[src/rtl/count_seq_ctrl_if.sv]
// Key/counter/display bundle for the run-pause-lap sequencer.
// master drives the buttons and the live count; slave is the sequencer itself.
interface count_seq_ctrl_if;
  logic        btn_ss;
  logic        btn_lap;
  logic        btn_rst;
  logic [15:0] count_in;
  logic        cnt_enable;
  logic        cnt_clear_n;
  logic [15:0] disp_q;
  logic        running;
  logic        tc;
  logic [2:0]  state_o;

  modport master (
    output btn_ss, btn_lap, btn_rst, count_in,
    input  cnt_enable, cnt_clear_n, disp_q, running, tc, state_o
  );

  modport slave (
    input  btn_ss, btn_lap, btn_rst, count_in,
    output cnt_enable, cnt_clear_n, disp_q, running, tc, state_o
  );
endinterface

[src/rtl/count_seq_ctrl.sv]
// Run/pause/lap/reset sequencer for the 16-bit counter and its 7-segment readout.
// Optional COUNT_SEQ_TC_STOP_EN: stop in DONE at terminal count instead of wrapping.
module count_seq_ctrl #(
  parameter int          PRESCALE   = 50000000,
  parameter int          PRESCALE_W = 26,
  parameter logic [15:0] LIMIT      = 16'hFFFF
) (
  input  logic           clock,
  input  logic           clear,
  count_seq_ctrl_if.slave bus
);

  typedef enum logic [2:0] {
    ST_IDLE  = 3'd0,
    ST_RUN   = 3'd1,
    ST_PAUSE = 3'd2,
    ST_LAP   = 3'd3,
    ST_DONE  = 3'd4
  } state_t;

  state_t                r_state;
  logic [2:0]            r_s1, r_s2, r_prev;   // bit 0 ss, bit 1 lap, bit 2 rst
  logic [PRESCALE_W-1:0] r_presc;
  logic [15:0]           r_snap;
  logic                  r_clr_pulse;

  logic [2:0] w_btn, w_evt;
  logic       w_ev_rst, w_ev_ss, w_ev_lap;
  logic       w_active, w_wrap, w_tc, w_stop;

  assign w_btn    = {bus.btn_rst, bus.btn_lap, bus.btn_ss};
  assign w_evt    = r_s2 & ~r_prev;
  // rst beats ss beats lap; losers in the same cycle are dropped
  assign w_ev_rst = w_evt[2];
  assign w_ev_ss  = w_evt[0] & ~w_evt[2];
  assign w_ev_lap = w_evt[1] & ~w_evt[0] & ~w_evt[2];

  assign w_active = (r_state == ST_RUN) || (r_state == ST_LAP);
  assign w_wrap   = w_active && (r_presc == PRESCALE_W'(PRESCALE - 1));
  assign w_tc     = w_wrap && (bus.count_in == LIMIT);

`ifdef COUNT_SEQ_TC_STOP_EN
  assign w_stop = w_tc;
`else
  assign w_stop = 1'b0;
`endif

  always_ff @(posedge clock or posedge clear) begin
    if (clear) begin
      r_state     <= ST_IDLE;
      r_s1        <= '0;
      r_s2        <= '0;
      r_prev      <= '0;
      r_presc     <= '0;
      r_snap      <= '0;
      r_clr_pulse <= 1'b0;
    end else begin
      r_s1        <= w_btn;
      r_s2        <= r_s1;
      r_prev      <= r_s2;
      r_clr_pulse <= 1'b0;
      // prescaler only moves while counting, so PAUSE keeps its phase
      if (w_active)
        r_presc <= w_wrap ? '0 : r_presc + 1'b1;

      if (w_ev_rst) begin
        r_state <= ST_IDLE;
        if (r_state != ST_IDLE) begin
          r_clr_pulse <= 1'b1;
          r_presc     <= '0;
        end
      end else if (w_stop) begin
        r_state <= ST_DONE;
      end else begin
        case (r_state)
          ST_IDLE:  if (w_ev_ss) r_state <= ST_RUN;
          ST_RUN: begin
            if (w_ev_ss)
              r_state <= ST_PAUSE;
            else if (w_ev_lap) begin
              r_state <= ST_LAP;
              r_snap  <= bus.count_in;
            end
          end
          ST_LAP: begin
            if (w_ev_ss)       r_state <= ST_PAUSE;
            else if (w_ev_lap) r_state <= ST_RUN;
          end
          ST_PAUSE: if (w_ev_ss) r_state <= ST_RUN;
          ST_DONE:  r_state <= ST_DONE;
          default:  r_state <= ST_IDLE;
        endcase
      end
    end
  end

  // clear is combinational so the counter is held cleared throughout reset
  assign bus.cnt_clear_n = ~(clear | r_clr_pulse);
  assign bus.cnt_enable  = w_wrap & ~w_stop;
  assign bus.tc          = w_tc;
  assign bus.running     = w_active;
  assign bus.disp_q      = (r_state == ST_LAP) ? r_snap : bus.count_in;
  assign bus.state_o     = r_state;

endmodule

[src/flat_wrapper.sv]
// flat-port wrapper written by rule: the top's interface ports become plain ports
module count_seq_ctrl_flat 
#(
  parameter int          PRESCALE   = 50000000,
  parameter int          PRESCALE_W = 26,
  parameter logic [15:0] LIMIT      = 16'hFFFF
)
  (clock, clear, bus_btn_ss, bus_btn_lap, bus_btn_rst, bus_count_in, bus_cnt_enable, bus_cnt_clear_n, bus_disp_q, bus_running, bus_tc, bus_state_o);
  count_seq_ctrl_if bus_i ();
  input  logic clock;
  input  logic clear;
  input wire logic [$bits(bus_i.btn_ss)-1:0] bus_btn_ss;
  input wire logic [$bits(bus_i.btn_lap)-1:0] bus_btn_lap;
  input wire logic [$bits(bus_i.btn_rst)-1:0] bus_btn_rst;
  input wire logic [$bits(bus_i.count_in)-1:0] bus_count_in;
  output wire logic [$bits(bus_i.cnt_enable)-1:0] bus_cnt_enable;
  output wire logic [$bits(bus_i.cnt_clear_n)-1:0] bus_cnt_clear_n;
  output wire logic [$bits(bus_i.disp_q)-1:0] bus_disp_q;
  output wire logic [$bits(bus_i.running)-1:0] bus_running;
  output wire logic [$bits(bus_i.tc)-1:0] bus_tc;
  output wire logic [$bits(bus_i.state_o)-1:0] bus_state_o;
  assign bus_i.btn_ss = bus_btn_ss;
  assign bus_i.btn_lap = bus_btn_lap;
  assign bus_i.btn_rst = bus_btn_rst;
  assign bus_i.count_in = bus_count_in;
  assign bus_cnt_enable = bus_i.cnt_enable;
  assign bus_cnt_clear_n = bus_i.cnt_clear_n;
  assign bus_disp_q = bus_i.disp_q;
  assign bus_running = bus_i.running;
  assign bus_tc = bus_i.tc;
  assign bus_state_o = bus_i.state_o;
  count_seq_ctrl #(.PRESCALE(PRESCALE), .PRESCALE_W(PRESCALE_W), .LIMIT(LIMIT)) u_core (.clock(clock), .clear(clear), .bus(bus_i));
endmodule
[config.mk]
export PLATFORM = sky130hd
export DESIGN_NAME = count_seq_ctrl_flat
export DESIGN_NICKNAME = d
export VERILOG_FILES = /design/src/rtl/count_seq_ctrl_if.sv /design/src/rtl/count_seq_ctrl.sv /design/src/flat_wrapper.sv
export SDC_FILE = /design/constraint.sdc
export NUM_CORES = 1
export LEC_CHECK = 0
export BUFFER_PORTS_ARGS = -buffer_cell sky130_fd_sc_hd__buf_2
export CAP_MARGIN = 10
export CORE_ASPECT_RATIO = 0.75
export CORE_UTILIZATION = 45
export CTS_CLUSTER_DIAMETER = 100
export CTS_CLUSTER_SIZE = 12
export DETAILED_ROUTE_END_ITERATION = 7
export GPL_TIMING_DRIVEN = 0
export PLACE_DENSITY = 0.66
export SETUP_SLACK_MARGIN = 0.2
export SYNTH_ARGS = -nofsm -noshare
export SYNTH_HDL_FRONTEND = slang
export SYNTH_SLANG_ARGS = --single-unit
[constraint.sdc]
create_clock -name clock -period 2.35 [get_ports clock]
set_clock_uncertainty 0.1 [all_clocks]
set_input_delay 0.1175 -clock clock [delete_from_list [all_inputs] [get_ports clock]]
set_output_delay 0.1175 -clock clock [all_outputs]
set_load 0.1 [all_outputs]
Yosys cells after proc, flatten, opt, wreduce, memory -nomap -nowiden

Index checks and enable logic that the tools add are counted.

Add/sub/neg operators: 1
Equality and inequality tests: 9
Mux-type cells: 14
Bitwise gates (word level): 10
Reductions and logical operators: 8

Operator list:

| operator                                                                 | number |
|---|---|
| 26-bit 2-to-1 mux                                                        | 4 |
| 26-bit by 1-bit adder with 26-bit output (second input constant)         | 1 |
| 26-bit == test (second input constant)                                   | 1 |
| 3-bit 2-to-1 mux                                                         | 6 |
| 16-bit == test (second input constant)                                   | 1 |
| 16-bit 2-to-1 mux                                                        | 1 |
| 3-bit one-hot mux with 4 select lines                                    | 1 |
| 4-bit by 1-bit inequality test with 1-bit output (second input constant) | 2 |
| 3-bit by 2-bit == test with 1-bit output (second input constant)         | 2 |
| 1-bit NOT                                                                | 4 |
| 4-bit AND reduction                                                      | 1 |
| 1-bit AND                                                                | 3 |
| 3-bit AND                                                                | 1 |
| 3-bit by 1-bit == test with 1-bit output (second input constant)         | 1 |
| 3-bit == test (second input constant)                                    | 1 |
| 3-bit zero test                                                          | 1 |
| 3-bit by 1-bit inequality test with 1-bit output (second input constant) | 1 |
| 3-bit NOT                                                                | 1 |
| 3-bit AND reduction                                                      | 1 |
| 3-bit nonzero test                                                       | 1 |
| 1-bit logical AND                                                        | 2 |
| 1-bit 2-to-1 mux                                                         | 2 |
| 2-bit OR reduction                                                       | 1 |
| 1-bit logical OR                                                         | 1 |
| 1-bit bitwise OR                                                         | 1 |

Register bits after elaboration: 55
Bits of input ports: 21
Output and inout port bits: 23

Depth between registers and ports, before layout

Gate-level depths: netlist of run 1.

Word-level depth: 9
Depth in mapped cells: 7
Gate-level depth less buffers: 5

Worst setup path after synthesis of run 1

OpenSTA, ideal clock, no wires.

Kind: reg2out
Start: register u_core.r_state[0], in the netlist u_core.bus.state_o[0]
End: output port bus_tc
Arrival: 3.793 ns
Required time: 2.132 ns
Setup slack: -1.661 ns
Stages on the path, launching flop included: 6
Path buffers: 2
Path through: dfrtp_1 > buf_2 > and3b_1 > buf_4 > nand4_1 > nor3_1

Longest elaborated chain between the ends: 4
Elaborated cells on any way between the ends: 5
Classes of those cells: 2 x eq/ne; 3 x reduce/logical

RTL lines:

| item                                                                                                        | line                 | RTL |
|---|---|---|
| start: declaration                                                                                          | count_seq_ctrl.sv:21 | `state_t r_state;` |
| start signal: assignment                                                                                    | count_seq_ctrl.sv:50 | `r_state <= ST_IDLE;` |
| start signal: assignment                                                                                    | count_seq_ctrl.sv:67 | `r_state <= ST_IDLE;` |
| start signal: assignment                                                                                    | count_seq_ctrl.sv:73 | `r_state <= ST_DONE;` |
| 3-bit by 1-bit == test with 1-bit output / 3-bit by 2-bit == test with 1-bit output (equally long branches) | count_seq_ctrl.sv:38 | `assign w_active = (r_state == ST_RUN) \|\| (r_state == ST_LAP);` |
| 1-bit logical OR *                                                                                          | count_seq_ctrl.sv:38 |  |
| 1-bit logical AND *                                                                                         | count_seq_ctrl.sv:39 | `assign w_wrap = w_active && (r_presc == PRESCALE_W'(PRESCALE - 1));` |
| 1-bit logical AND *                                                                                         | count_seq_ctrl.sv:40 | `assign w_tc = w_wrap && (bus.count_in == LIMIT);` |
| end: declaration                                                                                            | flat_wrapper.sv:20   | `output wire logic [$bits(bus_i.tc)-1:0] bus_tc;` |

Every way passes the cells marked *; elsewhere a longest branch is shown, timed or not.

Final worst setup path of run 1

Start: input port bus_count_in[3]
End: output port bus_tc

Longest elaborated chain between the ends: 2

RTL lines:

| item               | line                 | RTL |
|---|---|---|
| start: declaration | flat_wrapper.sv:15   | `input wire logic [$bits(bus_i.count_in)-1:0] bus_count_in;` |
| 16-bit == test     | count_seq_ctrl.sv:40 |  |
| 1-bit logical AND  | count_seq_ctrl.sv:40 |  |

Every way passes these cells.

==> flow_metrics.py, run 1 <==
metrics = {
    "setup_path": {
        "critPathLaunchType": "input port",
        "r2r-start": "u_core.r_presc[7]$_DFF_PP0_",
        "critical_path_class": "input port to output pin",
        "reg2reg_slack_ns": 0.28,
        "ff2ff_path_depth": 6,
        "critical_path_required_ns": 2.13,
        "crit_arrival_ns": 1.92,
        "r2r-end": "u_core.r_presc[17]$_DFF_PP0_",
        "worstPathMaxFanout": 3,
        "end_kind": "output pin",
    },
    "yosys": {
        "synth_seq_area_share": 0.499,
        "netlist_area_mm2": 0.00276,
        "ys_ff_latch": 55,
        "yosys.area.top_type": "dfrtp_1",
        "synth-simple-area-share": 0.211,
        "synth.most_common_cell": "dfrtp_1",
        "synth_compound_area_frac": 0.0888,
        "syn_inst": 247,
        "synth_top_family_by_area": "simple AND/OR/NAND/NOR gates",
        "synth_ff_type": "dfrtp_1",
        "synth_commonest_cells": "55 x dfrtp_1, 32 x mux2_2, 18 x a21oi_1",
        "ys_types": 39,
        "synth_top_area_share": 0.499,
        "yosys-top-cells-area": "dfrtp_1 50%, mux2_2 13%, a21oi_1 3.3%",
        "synthArstFlopShare": 1.00,
        "synth_edf_count": 0,
        "synth-adder-area-share": 0.00453,
        "synth_nets": 269,
        "synth_area_per_cell_um2": 11.2,
        "yosysWarnings": 0,
        "yosys.area_share.xor_xnor": 0.0286,
        "synth_mux_area_frac": 0.131,
    },
    "pwr": {
        "pwr-share-seq": 0.434,
        "leakagePower_nw": 1.70,
        "p_sw_mw": 1.09,
        "share_comb_of_total_power": 0.366,
        "swShare": 0.379,
        "clkPwrFrac": 0.200,
        "p_int_mw": 1.78,
        "ir_worst_vdd_mv": 0.604,
        "p_per_area_mw_per_mm2": 753,
    },
    "cells_and_area": {
        "fin_nets": 355,
        "area_growth_pct": 38.4,
        "fill_cells": 440,
        "final_area_mm2": 0.00382,
        "drive_above_1_share": 0.389,
        "diodes": 0,
    },
    "sta": {
        "timing.hold.ws_ns": 0.206,
        "worst_slew_pin_slew_ns": 0.494,
        "finalMaxSlewViolations": 0,
        "maxSlewHeadroom": 0.673,
        "hold_violations": 0,
        "setup_viol": 0,
        "rsz0062_at_grt": "yes",
        "fmax_mhz": 467,
        "min_period_ns": 2.14,
        "period_share": 0.912,
    },
    "clock_tree": {
        "numCtsBuffers": 5,
        "htree_num_levels": 2,
        "clkSlewWorstSetupHoldPaths_ns": 0.11,
        "cts_buffer_depth": 2,
        "root_buffer": "clkbuf_8",
        "worstSkewPairLatency_ns": 0.32,
        "cts_sinks": 55,
        "cts_tree": "yes",
    },
    "outcome": {
        "status": "completed",
    },
    "placement": {
        "routabilityCongestion": 0.790,
        "dp_hpwl_um": 4170,
        "port_buffers": 43,
        "postPlaceCellArea_mm2": 0.00319,
    },
    "global_routing": {
        "grt_pass1_vias": 2219,
        "grt_usage": 0.214,
        "grt_pass1_wl_um": 10700,
        "grt_max_degree": 42,
        "grt_overflow": 0,
        "antenna_found_initial": 0,
    },
    "routing": {
        "drt_iter0_markers": 152,
        "ant_nets": 0,
        "wl_um": 6780,
        "vias": 2287,
        "dr.pass1.iters": 4,
        "avgViaCountPerCell": 5.55,
        "post_drt_wl_per_cell_um": 16.5,
        "route.detailed.drc": 0,
    },
    "floorplanning": {
        "initial_utilization": 0.471,
        "core-area_mm2": 0.00586,
        "die_h_um": 69.8,
        "dieArea_mm2": 0.00645,
        "core.rowCount": 24,
        "num_io_pins": 44,
        "chipWidth_um": 92.4,
    },
    "job": {
        "maxCapViolations": 0,
    },
    "worst_hold_path": {
        "min_path_type": "input port to asynchronous set/reset pin",
    },
}
-- how the worst max path moves through the flow --
| stage | cells after the start | end | start |
|---|---|---|---|
| 2_1_floorplan | 5 | bus_disp_q[10] | u_core.bus.state_o[2]$_DFFE_PP0P_ |
| 3_3_place_gp | 2 | u_core.bus.state_o[1]$_DFFE_PP0P_ | clear |
| 3_5_place_dp | 5 | u_core.r_presc[15]$_DFF_PP0_ | u_core.r_presc[7]$_DFF_PP0_ |
| 4_1_cts | 5 | u_core.r_snap[14]$_DFFE_PP0P_ | u_core.bus.state_o[2]$_DFFE_PP0P_ |
| 5_1_grt | 6 | bus_tc | bus_count_in[3] |
| 6_report | 6 | bus_tc | bus_count_in[3] |
-- registers in the layout, indices dropped and copies added (netlist names) --
register	cells
u_core.r_presc	26
u_core.r_snap	16
u_core.bus.state_o	3
u_core.r_prev	3
u_core.r_s1	3
u_core.r_s2	3
u_core.r_clr_pulse	1
-- worst max-delay path, cell delays in order --
cell	delay (ns)
dlygate4sd3_1	0.55
buf_2	0.14
nand4_1	0.09
or4_1	0.58
nor3_4	0.25
buf_12	0.20
-- area by class of cell --
| class | count | area [µm²] | share of cell area |
|---|---|---|---|
| well taps | 78 | 97.6 | 0.0255 |
| clock inverters | 3 | 33.8 | 0.00884 |
| repair buffers | 79 | 734 | 0.192 |
| inverters | 3 | 15.0 | 0.00393 |
| clock buffers | 5 | 68.8 | 0.0180 |
| multi-input cells | 177 | 1370 | 0.358 |
| plain buffers | 12 | 124 | 0.0324 |
| flip-flops and latches | 55 | 1380 | 0.361 |
-- layer usage --
layer  GRT usage  vias to the layer above  routed length (µm)
li1            -                     1092                   -
met1       0.295                     1137                3170
met2       0.326                       47                3260
met3      0.0482                       11                 248
met4      0.0885                        0                 107
met5           0                        -                   0
-- power groups by stage --
stage	Sequential (mW)	Clock [mW]	Combinational [mW]
2_1_floorplan	1.28	0	0.669
3_3_place_gp	1.24	0	0.834
3_5_place_dp	1.26	0	0.850
4_1_cts	1.24	0.587	0.965
5_1_grt	1.27	0.623	1.11
6_report	1.25	0.575	1.05
-- per-stage QoR --
step                worst slack, ns  setup TNS, ns  instances  total power, mW  utilization
floorplan                    -0.168          -2.59        247             1.95            -
global placement             -0.111         -0.329        368             2.08        0.541
detailed placement            0.128              0        369             2.11        0.544
CTS                           0.174              0        404             2.79        0.629
global route                  0.176              0        412             3.01        0.653
finish                        0.208              0        412             2.88        0.653
-- cells in the final DEF, fill, tap and decap left out, drive strengths merged, types with 2 or more instances in the layout --
cell,count
o31ai,12
and2,6
xor2,7
or3,4
a21oi,19
dlygate4sd3,20
nor4b,2
nand4,12
buf,69
nand2,15
nor2,15
o21ai,6
and4,3
clkinv,2
or4,13
inv,3
o211ai,2
nand3,12
mux2,32
dfrtp,55
nand2b,5
xnor2,2
clkbuf,7
nor3,2
-- kinds of logic (layout without fill, tap and decap cells) --
kind of cell | count (synthesis) | count (layout)
compound gates | 40 | 40
xor+xnor | 9 | 9
buf+inv | 15 | 102
simple gates | 95 | 95
flops | 55 | 55
fa+ha+maj | 1 | 1
mux | 32 | 32
-- what timing repair did --
action	4_1_cts	5_1_grt
hold buffers	19	1
buffers inserted	7	7
gates cloned	1	0
pin swaps	2	3
endpoints found under the hold margin	59	1
gates resized for setup	36	17
setup endpoints to repair	28	29
Note: power is estimated with default switching activity, not from simulation.
==> run 2, diff against run 1 <==
--- a/config.mk
+++ b/config.mk
@@ -8,12 +8,11 @@
 export BUFFER_PORTS_ARGS = -buffer_cell sky130_fd_sc_hd__buf_2
 export CAP_MARGIN = 10
 export CORE_ASPECT_RATIO = 0.75
-export CORE_UTILIZATION = 45
+export CORE_UTILIZATION = 42
 export CTS_CLUSTER_DIAMETER = 100
 export CTS_CLUSTER_SIZE = 12
 export DETAILED_ROUTE_END_ITERATION = 7
 export GPL_TIMING_DRIVEN = 0
-export PLACE_DENSITY = 0.66
 export SETUP_SLACK_MARGIN = 0.2
 export SYNTH_ARGS = -nofsm -noshare
 export SYNTH_HDL_FRONTEND = slang
==> run 2 against run 1 <==
Net effect: hold slack gained 0.028 ns; sequential power about the same; design area decreased by 0.49%; the flow now finishes with violations (DRC); die area is 7.0% higher; largest cell class unchanged.
==> flow_metrics.py, run 2 (synthesis gave the netlist of run 1 again) <==
metrics = {
    "routing": {
        "avgViaCountPerCell": 5.49,
        "vias": 2278,
        "drt_iter0_markers": 94,
        "ant_nets": 0,
        "dr.pass1.iters": 6,
        "wl_um": 6470,
        "route.detailed.drc": 2,
        "post_drt_wl_per_cell_um": 15.6,
    },
    "sta": {
        "rsz0062_at_grt": "yes",
        "period_share": 0.895,
        "setup_viol": 0,
        "min_period_ns": 2.10,
        "finalMaxSlewViolations": 0,
        "setup-tns-final_ns": 0,
        "fmax_mhz": 475,
        "finalWorstSetupSlack_ns": 0.247,
        "hold_violations": 0,
        "maxSlewHeadroom": 0.605,
        "worst_slew_pin_slew_ns": 0.588,
    },
    "setup_path": {
        "crit_chain": "buf_6, nand2b_4, clkinvlp_4, nand2_4, bufbuf_16, mux2_4, buf_12",
        "reg2reg_slack_ns": 0.27,
        "r2r-start": "u_core.bus.state_o[1]$_DFFE_PP0P_",
        "cpLargestDelayFamily": "buffers and inverters",
        "critical_path_class": "flip-flop to output pin",
        "end_kind": "output pin",
        "cp_num_buf_inv": 4,
        "critical_path_required_ns": 2.13,
        "ff2ff_path_depth": 4,
        "r2r-end": "u_core.r_snap[13]$_DFFE_PP0P_",
        "critPathLaunchType": "flip-flop",
        "worstPathMaxFanout": 8,
        "crit_arrival_ns": 1.89,
        "critPathMaxStageDelay_ns": 0.42,
        "slowest_stage": "dfrtp_2",
    },
    "floorplanning": {
        "core.rowCount": 25,
        "chipWidth_um": 95.6,
        "core-area_mm2": 0.00632,
        "initial_utilization": 0.437,
        "dieArea_mm2": 0.00690,
        "num_io_pins": 44,
        "die_h_um": 72.2,
    },
    "pwr": {
        "p_per_area_mw_per_mm2": 746,
        "swShare": 0.376,
        "share_comb_of_total_power": 0.362,
        "p_total_mw": 2.84,
        "ir_worst_vdd_mv": 0.461,
        "leakagePower_nw": 1.71,
        "p_int_mw": 1.77,
        "pwr-share-seq": 0.438,
        "p_sw_mw": 1.07,
        "clkPwrFrac": 0.201,
    },
    "cells_and_area": {
        "top_regs": "u_core.r_presc x26, u_core.r_snap x16",
        "diodes": 0,
        "area_growth_pct": 37.8,
        "utilization": 0.602,
        "regArea_mm2": 0.00138,
        "top_register": "u_core.r_presc",
        "multi_input_area_mm2": 0.00136,
        "fill_cells": 509,
        "fin_nets": 355,
        "layout_commonest_cell": "dfrtp_1",
        "largest_reg_flops": 26,
        "drive_above_1_share": 0.392,
        "mostFrequentLayoutCells": "52 x dfrtp_1, 28 x buf_2, 22 x mux2_2",
    },
    "clock_tree": {
        "htree_num_levels": 2,
        "root_buffer": "clkbuf_8",
        "cts_tree": "yes",
        "cts_buffer_depth": 2,
        "numCtsBuffers": 5,
        "worstSkewPairLatency_ns": 0.31,
        "cts_sinks": 55,
        "clkSlewWorstSetupHoldPaths_ns": 0.11,
    },
    "global_routing": {
        "grt_overflow": 0,
        "grt_pass1_wl_um": 10200,
        "grt_pass1_vias": 2155,
        "grt_usage": 0.190,
        "grt_max_degree": 38,
        "antenna_found_initial": 0,
    },
    "job": {
        "maxCapViolations": 0,
    },
    "placement": {
        "routabilityCongestion": 0.792,
        "dp_hpwl_um": 4180,
        "pre_cts_ws_ns": 0.235,
        "port_buffers": 43,
    },
    "outcome": {
        "failed_checks": "DRC",
        "status": "complete, but fails checks",
    },
    "worst_hold_path": {
        "min_path_type": "input port to asynchronous set/reset pin",
    },
}
run 2: cell count changes in the layout (fill, tap and decap cells not counted), moves of 2 or more:
cell    previous run  this run
mux2_4            12        10
mux2_2            20        22
buf_6             20        14
buf_4             13        18
run 2: worst max path at each step:
stage                                            startpoint                           endpoint  slack [ns]  cells past startpoint
after floorplan           u_core.bus.state_o[2]$_DFFE_PP0P_                     bus_disp_q[10]       -0.17                      5
after global placement                                clear  u_core.bus.state_o[1]$_DFFE_PP0P_       -0.13                      2
final                     u_core.bus.state_o[0]$_DFFE_PP0P_                     bus_disp_q[11]        0.25                      7
after detailed placement        u_core.r_presc[0]$_DFF_PP0_       u_core.r_presc[13]$_DFF_PP0_        0.24                      7
after CTS                                  bus_count_in[13]                             bus_tc        0.20                      6
after global routing      u_core.bus.state_o[0]$_DFFE_PP0P_                     bus_disp_q[11]        0.19                      7
run 2: what timing repair did:
item	in CTS	in global routing
gates cloned	1	0
endpoints found under the setup margin	15	26
buffers inserted	7	7
endpoints found under the hold margin	37	0
pin swaps	1	3
resized for setup	22	31
hold buffers	20	0
run 2: cell type report:
| class | count | area share |
|---|---|---|
| multi-input combinational | 177 | 0.357 |
| clock buffer | 5 | 0.0181 |
| sequential | 55 | 0.363 |
| timing repair buffer | 79 | 0.192 |
| inverter | 3 | 0.00395 |
| clock inverter | 3 | 0.00757 |
| tap | 81 | 0.0267 |
| buffer | 12 | 0.0319 |
run 2: worst register-to-register path: stages (launching register included):
cell,delay (ns)
dfrtp_2,0.48
nand2b_1,0.22
nor4_4,0.58
buf_6,0.24
mux2_2,0.35
run 2: per-layer routing:
| layer | GRT usage | share of wire | vias to the layer above |
|---|---|---|---|
| li1 | - | - | 1092 |
| met1 | 0.273 | 0.49 | 1127 |
| met2 | 0.298 | 0.46 | 53 |
| met3 | 0.0314 | 0.039 | 6 |
| met4 | 0.0514 | 0.0080 | 0 |
| met5 | 0 | 0 | - |
run 2: through the flow:
step / hold slack [ns] / instance area [µm²] / cells
2_1_floorplan: 0.0489 / 2860 / 247
4_1_cts: 0.236 / 3640 / 408
5_1_grt: 0.268 / 3800 / 415
6_report: 0.234 / 3800 / 415
3_5_place_dp: 0.0421 / 3190 / 372
3_3_place_gp: 0.127 / 3170 / 371
run 2: power groups by stage:
stage               Clock (mW)  Combinational, mW  Sequential (mW)
finish                   0.569               1.03             1.24
global route             0.608               1.08             1.26
CTS                      0.575              0.942             1.24
detailed placement           0              0.846             1.25
global placement             0              0.835             1.24
floorplan                    0              0.669             1.28
==> run 3, diff against run 2 <==
--- a/config.mk
+++ b/config.mk
@@ -8,11 +8,12 @@
 export BUFFER_PORTS_ARGS = -buffer_cell sky130_fd_sc_hd__buf_2
 export CAP_MARGIN = 10
 export CORE_ASPECT_RATIO = 0.75
-export CORE_UTILIZATION = 42
+export CORE_UTILIZATION = 55
 export CTS_CLUSTER_DIAMETER = 100
 export CTS_CLUSTER_SIZE = 12
 export DETAILED_ROUTE_END_ITERATION = 7
 export GPL_TIMING_DRIVEN = 0
+export PLACE_DENSITY = 0.78
 export SETUP_SLACK_MARGIN = 0.2
 export SYNTH_ARGS = -nofsm -noshare
 export SYNTH_HDL_FRONTEND = slang
==> run 3 against run 2 <==
Net effect: the run still ends with DRC left; critical path type unchanged; largest cell class unchanged; power fell by 1.5%; via count fell by 1.4%; design area fell by 2.1%; die area fell by 23%; critical endpoint is now bus_disp_q[7]; global-route usage rose by 5.6 points; core utilization rose by 20 points; routed wire length rose by 0.94%.
==> flow_metrics.py, run 3 (synthesis gave the netlist of run 1 again) <==
metrics = {
    "setup_path": {
        "critPathLaunchType": "flip-flop",
        "cp_num_buf_inv": 4,
        "cp.depth": 7,
        "worstPathMaxFanout": 8,
        "critPathMaxStageDelay_ns": 0.42,
        "slowest_stage": "dfrtp_2",
        "critical_path_class": "flip-flop to output pin",
        "crit_end": "bus_disp_q[7]",
        "crit_chain": "buf_6, nand2b_4, clkinvlp_4, nand2_8, clkbuf_16, mux2_4, buf_12",
        "end_kind": "output pin",
        "ff2ff_path_depth": 4,
        "critical_path_required_ns": 2.13,
        "r2r-end": "u_core.r_snap[13]$_DFFE_PP0P_",
        "crit_path_start": "u_core.bus.state_o[0]$_DFFE_PP0P_",
        "crit_arrival_ns": 1.91,
        "r2r-start": "u_core.bus.state_o[1]$_DFFE_PP0P_",
        "cpLargestDelayFamily": "buffers and inverters",
        "reg2reg_slack_ns": 0.22,
    },
    "global_routing": {
        "grt_pass1_wl_um": 10100,
        "grt_usage": 0.246,
        "grt_pass1_vias": 2181,
        "antenna_found_initial": 0,
        "grt_overflow": 0,
        "grt_max_degree": 38,
    },
    "sta": {
        "fmax_mhz": 470,
        "hold_violations": 0,
        "rsz0062_at_grt": "yes",
        "setup_viol": 0,
        "period_share": 0.906,
        "finalMaxSlewViolations": 0,
        "worst_slew_pin_slew_ns": 0.603,
        "finalWorstSetupSlack_ns": 0.220,
        "min_period_ns": 2.13,
        "maxSlewHeadroom": 0.595,
        "setup-tns-final_ns": 0,
    },
    "cells_and_area": {
        "diodes": 0,
        "multi_input_area_mm2": 0.00137,
        "largest_reg_flops": 26,
        "fill_cells": 257,
        "top_register": "u_core.r_presc",
        "utilization": 0.800,
        "drive_above_1_share": 0.387,
        "layout_commonest_cell": "dfrtp_1",
        "area_growth_pct": 34.8,
        "top_regs": "u_core.r_presc x26, u_core.r_snap x16",
        "mostFrequentLayoutCells": "52 x dfrtp_1, 28 x buf_2, 22 x mux2_2",
        "fin_nets": 352,
        "regArea_mm2": 0.00138,
    },
    "clock_tree": {
        "root_buffer": "clkbuf_8",
        "cts_buffer_depth": 2,
        "cts_tree": "yes",
        "numCtsBuffers": 5,
        "clkSlewWorstSetupHoldPaths_ns": 0.10,
        "cts_sinks": 55,
        "worstSkewPairLatency_ns": 0.31,
        "htree_num_levels": 2,
    },
    "floorplanning": {
        "chipWidth_um": 83.8,
        "die_h_um": 63.4,
        "num_io_pins": 44,
        "dieArea_mm2": 0.00531,
        "initial_utilization": 0.593,
        "core-area_mm2": 0.00465,
        "core.rowCount": 21,
    },
    "placement": {
        "routabilityCongestion": 0.805,
        "port_buffers": 43,
        "dp_hpwl_um": 4060,
        "pre_cts_ws_ns": 0.241,
    },
    "routing": {
        "dr.pass1.iters": 6,
        "route.detailed.drc": 7,
        "drt_iter0_markers": 153,
        "post_drt_wl_per_cell_um": 16.8,
        "ant_nets": 0,
        "avgViaCountPerCell": 5.79,
        "wl_um": 6530,
        "vias": 2245,
    },
    "pwr": {
        "ir_worst_vdd_mv": 0.631,
        "p_per_area_mw_per_mm2": 751,
        "p_sw_mw": 1.07,
        "pwr-share-seq": 0.452,
        "p_int_mw": 1.73,
        "swShare": 0.382,
        "share_comb_of_total_power": 0.360,
        "leakagePower_nw": 1.66,
        "clkPwrFrac": 0.188,
    },
    "worst_hold_path": {
        "min_path_type": "input port to asynchronous set/reset pin",
    },
    "job": {
        "maxCapViolations": 0,
    },
    "outcome": {
        "failed_checks": "DRC",
        "status": "complete, but fails checks",
    },
}
[run 3: cell types whose count changed in the layout (fill, tap and decap cells not counted), sizes merged]
cell,change
bufbuf,-1
buf,-7
clkbuf,+5
[run 3: cell type report]
| cell class | instances | share of cell area |
|---|---|---|
| buffer | 12 | 0.0333 |
| timing repair buffer | 76 | 0.180 |
| sequential | 55 | 0.371 |
| multi-input combinational | 177 | 0.369 |
| inverter | 3 | 0.00403 |
| tap | 57 | 0.0192 |
| clock buffer | 5 | 0.0185 |
| clock inverter | 3 | 0.00504 |
[run 3: routing by layer]
layer | global-route usage | vias up | part of all wire
met4 | 0.0841 | 0 | 0.023
met3 | 0.0537 | 13 | 0.046
li1 | - | 1074 | -
met2 | 0.414 | 69 | 0.48
met5 | 0 | - | 0
met1 | 0.318 | 1089 | 0.45
[run 3: power by group through the flow]
stage | Combinational, mW | Sequential [mW] | Clock, mW
final | 1.01 | 1.26 | 0.526
after global routing | 1.06 | 1.28 | 0.586
after CTS | 0.923 | 1.24 | 0.534
after floorplan | 0.669 | 1.28 | 0
after detailed placement | 0.852 | 1.26 | 0
after global placement | 0.828 | 1.24 | 0
[run 3: metrics by stage]
| stage | power [mW] | cell area [µm²] | instances | hold WS (ns) |
|---|---|---|---|---|
| floorplan | 1.95 | 2860 | 247 | 0.0489 |
| global placement | 2.07 | 3140 | 347 | 0.127 |
| detailed placement | 2.12 | 3160 | 348 | 0.0347 |
| CTS | 2.70 | 3550 | 380 | 0.00114 |
| global route | 2.92 | 3720 | 388 | 0.273 |
| finish | 2.79 | 3720 | 388 | 0.245 |
[run 3: worst min path at each step]
stage                             startpoint                            to  slack (ns)
finish                                 clear  u_core.r_presc[21]$_DFF_PP0_        0.24
floorplan                         bus_btn_ss      u_core.r_s1[0]$_DFF_PP0_        0.05
CTS                          bus_count_in[9]  u_core.r_snap[9]$_DFFE_PP0P_       0.001
detailed placement                     clear      u_core.r_s1[2]$_DFF_PP0_        0.03
global placement                 bus_btn_rst      u_core.r_s1[2]$_DFF_PP0_        0.13
global route        u_core.r_s1[1]$_DFF_PP0_      u_core.r_s2[1]$_DFF_PP0_        0.27
[run 3: repair_timing]
| action | in CTS | in global routing |
|---|---|---|
| pin swaps | 2 | 2 |
| endpoints found under the hold margin | 36 | 1 |
| setup endpoints to repair | 12 | 27 |
| gates resized for setup | 24 | 22 |
| hold buffers | 19 | 1 |
| setup buffers | 5 | 6 |
| gates cloned | 0 | 1 |
[run 3: tightest hold or removal path, delay by kind of cell]
kind	cells	cell delay, ns
buf+inv	3	0.96
